**config.mk**
```make
export PLATFORM = sky130hd
export DESIGN_NAME = tlb_walk_fill
export DESIGN_NICKNAME = d
export VERILOG_FILES = /design/src/rtl/tlb_walk_fill.sv
export SDC_FILE = /design/constraint.sdc
export NUM_CORES = 1
export LEC_CHECK = 0
export CAP_MARGIN = 10
export CORE_ASPECT_RATIO = 1.25
export CORE_MARGIN = 4
export CORE_UTILIZATION = 39
export DETAILED_ROUTE_END_ITERATION = 10
export GPL_ROUTABILITY_DRIVEN = 0
export PLACE_DENSITY_LB_ADDON = 0.15
export SETUP_SLACK_MARGIN = 0.02
export SLEW_MARGIN = 25
export SYNTH_ARGS = -nofsm -noshare
export SYNTH_HDL_FRONTEND = slang
export SYNTH_SLANG_ARGS = --single-unit
```
**constraint.sdc**
```tcl
create_clock -name clk -period 2 [get_ports clk]
set_input_delay 0.3 -clock clk [delete_from_list [all_inputs] [get_ports clk]]
set_output_delay 0.3 -clock clk [all_outputs]
set_load 0.01 [all_outputs]
```
**src/rtl/tlb_walk_fill.sv**
```systemverilog
// Sv39 hardware page-table walker: reads one PTE per request on a TLB miss and
// ends each walk with either a single-cycle TLB fill strobe or a fault pulse.
module tlb_walk_fill #(
  parameter int PA_BITS  = 56,
  parameter int PPN_BITS = 44
) (
  input  logic                clk,
  input  logic                reset,
  input  logic                TLBMiss,
  input  logic [26:0]         VPN,
  input  logic [PPN_BITS-1:0] SATP_PPN,
  input  logic                TLBFlush,
  output logic                MemReq,
  output logic [PA_BITS-1:0]  MemAdr,
  input  logic                MemValid,
  input  logic [63:0]         MemRData,
  output logic                TLBWrite,
  output logic [63:0]         PTE,
  output logic [1:0]          PageType,
  output logic                WalkFault,
  output logic                Busy
);

  typedef enum logic [2:0] {IDLE, REQ, DONE, FAULT, DRAIN} state_t;

  state_t              state;
  logic [1:0]          lvl;
  logic [PPN_BITS-1:0] base;
  logic [26:0]         vpn_q;
  logic                write_q;
  logic                fault_q;
  logic [8:0]          vpn_idx;

  logic                pte_v, pte_r, pte_w, pte_x;
  logic [PPN_BITS-1:0] pte_ppn;
  logic                is_leaf, bad_flags, misaligned;

  always_comb begin
    case (lvl)
      2'd2:    vpn_idx = vpn_q[26:18];
      2'd1:    vpn_idx = vpn_q[17:9];
      default: vpn_idx = vpn_q[8:0];
    endcase
  end

  assign MemAdr = PA_BITS'({base, 12'b0}) + PA_BITS'({vpn_idx, 3'b000});

  assign pte_v      = MemRData[0];
  assign pte_r      = MemRData[1];
  assign pte_w      = MemRData[2];
  assign pte_x      = MemRData[3];
  assign pte_ppn    = MemRData[10 +: PPN_BITS];
  assign bad_flags  = !pte_v || (!pte_r && pte_w);
  assign is_leaf    = pte_r || pte_x;
  assign misaligned = ((lvl == 2'd2) && (pte_ppn[17:0] != '0)) ||
                      ((lvl == 2'd1) && (pte_ppn[8:0] != '0));

  // A flush landing on the pulse cycle must still cancel the pulse, so the
  // registered pulse flags are masked by the live flush here.
  assign TLBWrite  = write_q && !TLBFlush;
  assign WalkFault = fault_q && !TLBFlush;

  always_ff @(posedge clk or negedge reset) begin
    if (!reset) begin
      state    <= IDLE;
      lvl      <= 2'd0;
      base     <= '0;
      vpn_q    <= '0;
      MemReq   <= 1'b0;
      PTE      <= '0;
      PageType <= 2'd0;
      write_q  <= 1'b0;
      fault_q  <= 1'b0;
      Busy     <= 1'b0;
    end else begin
      write_q <= 1'b0;
      fault_q <= 1'b0;
      case (state)
        IDLE: begin
          if (TLBMiss && !TLBFlush) begin
            vpn_q  <= VPN;
            base   <= SATP_PPN;
            lvl    <= 2'd2;
            state  <= REQ;
            MemReq <= 1'b1;
            Busy   <= 1'b1;
          end
        end
        REQ: begin
          if (TLBFlush) begin
            MemReq <= 1'b0;
            if (MemValid) begin
              state <= IDLE;
              Busy  <= 1'b0;
            end else begin
              state <= DRAIN;
            end
          end else if (MemValid) begin
            if (bad_flags || (is_leaf && misaligned) || (!is_leaf && lvl == 2'd0)) begin
              state   <= FAULT;
              fault_q <= 1'b1;
              MemReq  <= 1'b0;
            end else if (is_leaf) begin
              PTE      <= MemRData;
              PageType <= lvl;
              state    <= DONE;
              write_q  <= 1'b1;
              MemReq   <= 1'b0;
            end else begin
              base <= pte_ppn;
              lvl  <= lvl - 2'd1;
            end
          end
        end
        DONE, FAULT: begin
          state <= IDLE;
          Busy  <= 1'b0;
        end
        DRAIN: begin
          if (MemValid) begin
            state <= IDLE;
            Busy  <= 1'b0;
          end
        end
        default: begin
          state  <= IDLE;
          MemReq <= 1'b0;
          Busy   <= 1'b0;
        end
      endcase
    end
  end

endmodule

```
==> results_dict.tcl, run 1 <==
set metrics [dict create \
    status "finished with violations" \
    violations "setup timing" \
    final.setup.worst_slack_ps -43.2 \
    numPortBuffers 262 \
    layout-drive-gt1-share_pct 28.9 \
    coreArea_um2 15800 \
    crit_path_end_kind "register" \
    crit_path_top_delay_cell "clkdlybuf4s50_1" \
    critical_path.max_stage_delay_ps 440 \
    start_util_pct 40.1 \
    finalCritPeriodShare_pct 102 \
    finalSetupTns_ps -1090 \
    synth_mux_area_share_pct 25.2 \
    slew_violations 0 \
    grt_start_max_net_pins 55 \
    drtIter0Drc 214 \
    hold_viol 0 \
    maxCapViolCount 0 \
    die_w_um 122 \
    cts.path.max_buffers 2 \
    synthDistinctLibCells 33 \
    startpoint "MemRData[18]" \
    start_kind "input pin" \
    period_needed_ps 2040 \
    gr-usage-all-layers_pct 20.0 \
    cts_sinks 146 \
    ys_seq_area_share_pct 57.8 \
    place_area_um2 9620 \
    path_common_cell "buf_4" \
    clk_latency_ps 410 \
    clockRootBuffer "clkbuf_16" \
    cp_cell_sequence "clkdlybuf4s50_1 -> nor3_2 -> nand3_2 -> buf_4 -> o21ai_0 -> buf_4 -> nand2_8 -> buf_12 -> buf_16 -> mux2_4" \
    leakagePower_uw 0.00470 \
    path_clk_slew_ps 60 \
    path_delay_family "buffers and inverters" \
    cts_tree "done" \
    worstPathArrival_ps 2330 \
    post-route-util_pct 66.8 \
    routed_wl_um 18500 \
    min_from "MemRData[15]" \
    synthSimpleGateAreaFrac_pct 6.04 \
    synth_top_family_by_area "multiplexers" \
    num_rows 51 \
    regToRegStartpoint "state[2]" \
    path_class "input pin to register" \
    final_cell_area_um2 10500 \
    ys_ff_latch 146 \
    die_area_um2 18300 \
    path_buf_inv 5 \
    yosys.area_share.adder_pct 0.594 \
    ir_worst_vdd_mv 0.761 \
    hold_ws_ps 336 \
    critPathRequiredTime_ps 2290 \
    synth_compound_area_share_pct 7.07 \
    synth_area_per_cell_um2 12.8 \
    hp-class "input pin to register" \
    grt_pass1_vias 5453 \
    synth_xor_area_share_pct 0 \
    post_drt_wl_per_cell_um 18.0 \
    vias 4971 \
    dp_hpwl_um 13300 \
    synth.cell_area_um2 6320 \
    clock.fmax_ghz 0.489 \
    die_y_um 150 \
    grt_remaining_overflow 0 \
    drcViolationCount 0 \
    powerDensity_nw_per_um2 1210 \
    skew_ps 5.74 \
    routed_via_density 4.83 \
    first_pass_iters 4 \
    setup_viol 57 \
    ys_warn_count 0 \
    num_io_pins 266 \
    rsz0062_at_grt "yes" \
    ctsHtreeMaxLevel 4 \
    ant_nets 0 \
    numCtsBuffers 17 \
    grt_pass1_wl_um 28300 \
    syn_inst 494 \
    nets 949 \
    crit_fanout 10 \
    syn_to_final_growth_pct 66.6 \
    antenna_found_initial 1 \
]
## area by class of cell
cell class,count,area (µm²)
flip-flops and latches,146,3650
repair buffers,324,3320
inverters,6,25.0
well taps,212,265
fillers,1246,5230
diodes,1,2.50
multi-input cells,311,2740
clock inverters,11,92.6
clock buffers,19,433
## metrics by stage
step	setup slack, ps	total power [µW]	cells
2_1_floorplan	32.2	6480	496
3_3_place_gp	-627	9390	988
3_5_place_dp	-758	9520	988
4_1_cts	-58.3	12400	1026
5_1_grt	-118	13400	1030
6_report	-43.2	12700	1030
## where the power goes
| group | internal (µW) | switching [µW] |
|---|---|---|
| sequential | 3940 | 591 |
| clock | 1680 | 1180 |
| combinational | 3130 | 2180 |
| total | 8750 | 3950 |
## routing by layer
layer,track usage [%],vias up,wire length (µm)
met5,0,-,0
met4,8.07,0,519
met3,5.49,34,1200
met2,35.8,159,9730
met1,22.4,2427,7070
li1,-,2351,-
## cells in the final DEF (no fill, tap or decap), types with 10 or more instances in the layout
master           netlist  final
buf_12                 0     13
buf_4                  5     42
clkbuf_16              0     19
clkdlybuf4s50_1        0    247
dfrtp_1              146    145
mux2_2                65     65
mux2_4                28     28
mux2i_1               44     44
nand2_1               51     49
nor2_1                20     10
nor2_4                 0     10
o21ai_0               49     40
## logic make-up after synthesis
| logic type | count (synthesis) |
|---|---|
| other | 1 |
| adder cells (fa/ha/maj) | 3 |
| AO/OA/AOI/OAI | 80 |
| buffers and inverters | 39 |
| AND/OR/NAND/NOR | 88 |
| multiplexers | 137 |
| flip-flops | 146 |
## path summary, 6_finish.rpt
check | end | slack (ps) | cells after the start
worst min register to register | base[17] | 480 | 2
min in group asynchronous | vpn_q[9] | 380 | 2
max in group asynchronous | PTE[62] | 900 | 3
worst max-delay path | PTE[16] | -40 | 10
worst min-delay path | PTE[15] | 340 | 2
worst max register to register | PTE[16] | -20 | 7
## sequential cells by signal, summed over array words and instances (netlist names)
| name | flops |
|---|---|
| vpn_q | 27 |
| write_q | 1 |
| fault_q | 1 |
| lvl | 2 |
| PTE | 64 |
| MemReq | 1 |
| PageType | 2 |
| state | 3 |
| base | 44 |
| Busy | 1 |
## timing repair
item / 4_1_cts / 5_1_grt
endpoints found under the setup margin: 147 / 149
buffers inserted: 4 / 1
endpoints found under the hold margin: 42 / 0
cloned: 3 / 2
pin swaps: 8 / 10
hold buffers: 1 / 0
gates resized for setup: 61 / 45
## worst register-to-register path, stage by stage (launching register included)
cell	delay (ps)
dfrtp_1	420
nor4b_4	330
nand2_2	110
a2111oi_4	340
nand2_8	70
buf_12	170
buf_16	160
mux2_4	310
## synth_stat cells, drive strengths merged
cell type | count | area share [%]
a31oi | 1 | 0.099
nand3 | 2 | 0.16
and3 | 1 | 0.099
nor4 | 2 | 0.20
a22oi | 9 | 1.1
a2111oi | 1 | 0.24
mux2i | 44 | 7.0
o22ai | 1 | 0.099
clkbuf | 13 | 0.77
a21o | 2 | 0.24
nor3 | 3 | 0.24
dfrtp | 146 | 58
o21ai | 49 | 3.9
a22o | 1 | 0.14
buf | 20 | 2.1
nor2 | 20 | 1.2
nand2b | 2 | 0.20
nor4b | 1 | 0.24
a21oi | 15 | 1.2
inv | 6 | 0.36
ha | 3 | 0.59
nand2 | 51 | 3.0
conb | 1 | 0.059
or4b | 1 | 0.16
nor3b | 1 | 0.12
mux2 | 93 | 18
or4 | 1 | 0.12
nor2b | 3 | 0.30
o31ai | 1 | 0.12
No activity file was read; power rests on OpenSTA's default activity.
==> run 2, diff against run 1 <==
--- a/config.mk
+++ b/config.mk
@@ -6,11 +6,11 @@
 export NUM_CORES = 1
 export LEC_CHECK = 0
 export CAP_MARGIN = 10
-export CORE_ASPECT_RATIO = 1.25
-export CORE_MARGIN = 4
+export CORE_ASPECT_RATIO = 1.1
 export CORE_UTILIZATION = 39
 export DETAILED_ROUTE_END_ITERATION = 10
 export GPL_ROUTABILITY_DRIVEN = 0
+export HOLD_SLACK_MARGIN = 0.05
 export PLACE_DENSITY_LB_ADDON = 0.15
 export SETUP_SLACK_MARGIN = 0.02
 export SLEW_MARGIN = 25
==> run 2 against run 1 <==
Register-to-register slack about the same. The flow still finishes with violations (setup timing). Die area is 8.7% lower. Cell area up 5.3%. First-iteration DRC count rose by 9.3%. Highest routed layer unchanged. Power rose by 7.0%. Sequential share of layout area fell by 1.8 points. Core utilization increased by 3.4 points. Setup slack improved by 19 ps. Fmax rose by 0.94%. Sequential power hardly changed.
==> results_dict.tcl, run 2 (synthesis results as in run 1) <==
set metrics [dict create \
    post_drt_wl_per_cell_um 19.6 \
    path_class "input pin to register" \
    routed_wl_um 20300 \
    start_kind "input pin" \
    grt_pass1_vias 5445 \
    hp-class "input pin to register" \
    startpoint "MemRData[12]" \
    layout-drive-gt1-share_pct 35.1 \
    cts.path.max_buffers 2 \
    reg_top3 "PTE: 64 flops, base: 44 flops, vpn_q: 27 flops" \
    clockRootBuffer "clkbuf_16" \
    path_clk_slew_ps 70 \
    status "finished with violations" \
    cts_tree "done" \
    critical_path.max_stage_delay_ps 430 \
    skew_ps 8.71 \
    rsz0062_at_grt "yes" \
    critPathCapture "PTE[30]" \
    pre_cts_ws_ps -787 \
    die_area_um2 16700 \
    ant_nets 0 \
    routed_via_density 5.05 \
    crit-reg2reg-capture "PTE[30]" \
    regToRegStartpoint "state[2]" \
    first_pass_iters 5 \
    violations "setup timing" \
    finalCritPeriodShare_pct 101 \
    ctsHtreeMaxLevel 4 \
    die_y_um 135 \
    num_rows 48 \
    setup_viol 38 \
    gr-usage-all-layers_pct 23.3 \
    drcViolationCount 0 \
    ir_worst_vdd_mv 0.854 \
    dp_hpwl_um 13100 \
    final_cell_area_um2 11100 \
    place_area_um2 9560 \
    grt_start_max_net_pins 57 \
    coreArea_um2 15800 \
    crit_path_end_kind "register" \
    grt_remaining_overflow 0 \
    leakagePower_uw 0.00501 \
    final.setup.worst_slack_ps -24.2 \
    grt_pass1_wl_um 29000 \
    cts_sinks 146 \
    syn_to_final_growth_pct 75.5 \
    powerDensity_nw_per_um2 1230 \
    drtIter0Drc 234 \
    vias 5230 \
    maxCapViolCount 0 \
    clock.fmax_ghz 0.494 \
    die_w_um 123 \
    insertedDiodeCount 0 \
    numPortBuffers 262 \
    top_register "PTE" \
    period_needed_ps 2020 \
    mostFrequentLayoutCells "clkdlybuf4s50_1 (244), dfrtp_1 (145), mux2_2 (65), mux2i_1 (44), buf_4 (39)" \
    start_util_pct 40.0 \
    antenna_found_initial 0 \
    reg2reg_slack_ps -10 \
    nets 965 \
    numCtsBuffers 17 \
    slew_violations 0 \
    num_io_pins 266 \
    path_common_cell "buf_12" \
    hold_ws_ps 346 \
    critPathRequiredTime_ps 2300 \
    crit_fanout 14 \
    hold_viol 0 \
    clk_latency_ps 420 \
    cp_cell_sequence "dlygate4sd2_1 -> nor4_2 -> buf_4 -> nand3_4 -> a2111oi_4 -> nand2_4 -> buf_12 -> buf_12 -> mux2_4" \
    final_common_cell "clkdlybuf4s50_1" \
    crit_path_top_delay_cell "a2111oi_4" \
    worstPathArrival_ps 2330 \
    rr_worst_depth 7 \
    largest_reg_flops 64 \
]
[run 2: cell count changes in the layout (fill, tap and decap cells not counted), sizes merged]
cell,delta
bufinv,+3
clkdlybuf4s50,-3
clkbuf,+4
bufbuf,+2
dlymetal6s2s,+3
buf,+10
clkinv,-4
diode,-1
clkinvlp,+3
[run 2: report_power, final]
group / internal, µW / switching, µW / leakage, µW
Combinational: 3350 / 2310 / 0.00285
Clock: 2120 / 1260 / 0.000291
Sequential: 3940 / 628 / 0.00187
[run 2: cell type report]
class	instances	area, µm²
fill	1145	4710
timing repair buffer	340	3680
sequential	146	3650
multi-input combinational	311	2860
clock buffer	19	443
tap	200	250
clock inverter	13	185
inverter	6	22.5
[run 2: per-layer routing]
layer	vias to the layer above	GRT usage (%)	routed length, µm
met1	2625	27.0	7920
met5	-	0	0
met2	187	41.6	10800
li1	2390	-	-
met3	28	6.52	1280
met4	0	6.49	339
[run 2: through the flow]
stage / cells / util, % / TNS (ps) / power, µW
6_report: 1035 / 70.2 / -399 / 13600
5_1_grt: 1035 / 70.2 / -3000 / 14200
4_1_cts: 1024 / 67.5 / -251 / 13300
3_5_place_dp: 977 / 60.5 / -88990 / 9490
3_3_place_gp: 977 / 60.5 / -81980 / 9340
2_1_floorplan: 496 / - / 0 / 6480
[run 2: worst max-delay path, delay by kind of cell]
| family | cells | cell delay (ps) |
|---|---|---|
| buffers and inverters | 4 | 740 |
| AND/OR/NAND/NOR | 3 | 530 |
| AO/OA/AOI/OAI | 1 | 430 |
| multiplexers | 1 | 300 |
[run 2: what timing repair did]
item,in CTS,in global routing
gates resized for setup,93,108
cloned,8,7
hold buffers,1,0
hold endpoints to repair,44,0
setup buffers,6,5
pin swaps,12,10
setup endpoints to repair,150,115
[run 2: worst min-delay path by stage]
stage / start / endpoint / slack (ps) / cells past startpoint
floorplan: reset / Busy / 4 / 0
global placement: reset / base[18] / 260 / 1
detailed placement: reset / PTE[32] / 270 / 1
CTS: MemRData[15] / PTE[15] / 370 / 3
global route: MemRData[16] / PTE[16] / 330 / 3
finish: MemRData[16] / PTE[16] / 350 / 3
==> run 3, diff against run 2 <==
--- a/config.mk
+++ b/config.mk
@@ -9,7 +9,6 @@
 export CORE_ASPECT_RATIO = 1.1
 export CORE_UTILIZATION = 39
 export DETAILED_ROUTE_END_ITERATION = 10
-export GPL_ROUTABILITY_DRIVEN = 0
 export HOLD_SLACK_MARGIN = 0.05
 export PLACE_DENSITY_LB_ADDON = 0.15
 export SETUP_SLACK_MARGIN = 0.02
==> results of run 3 <==
Same layout as run 2: the final DEF is identical, and so are final timing and power.
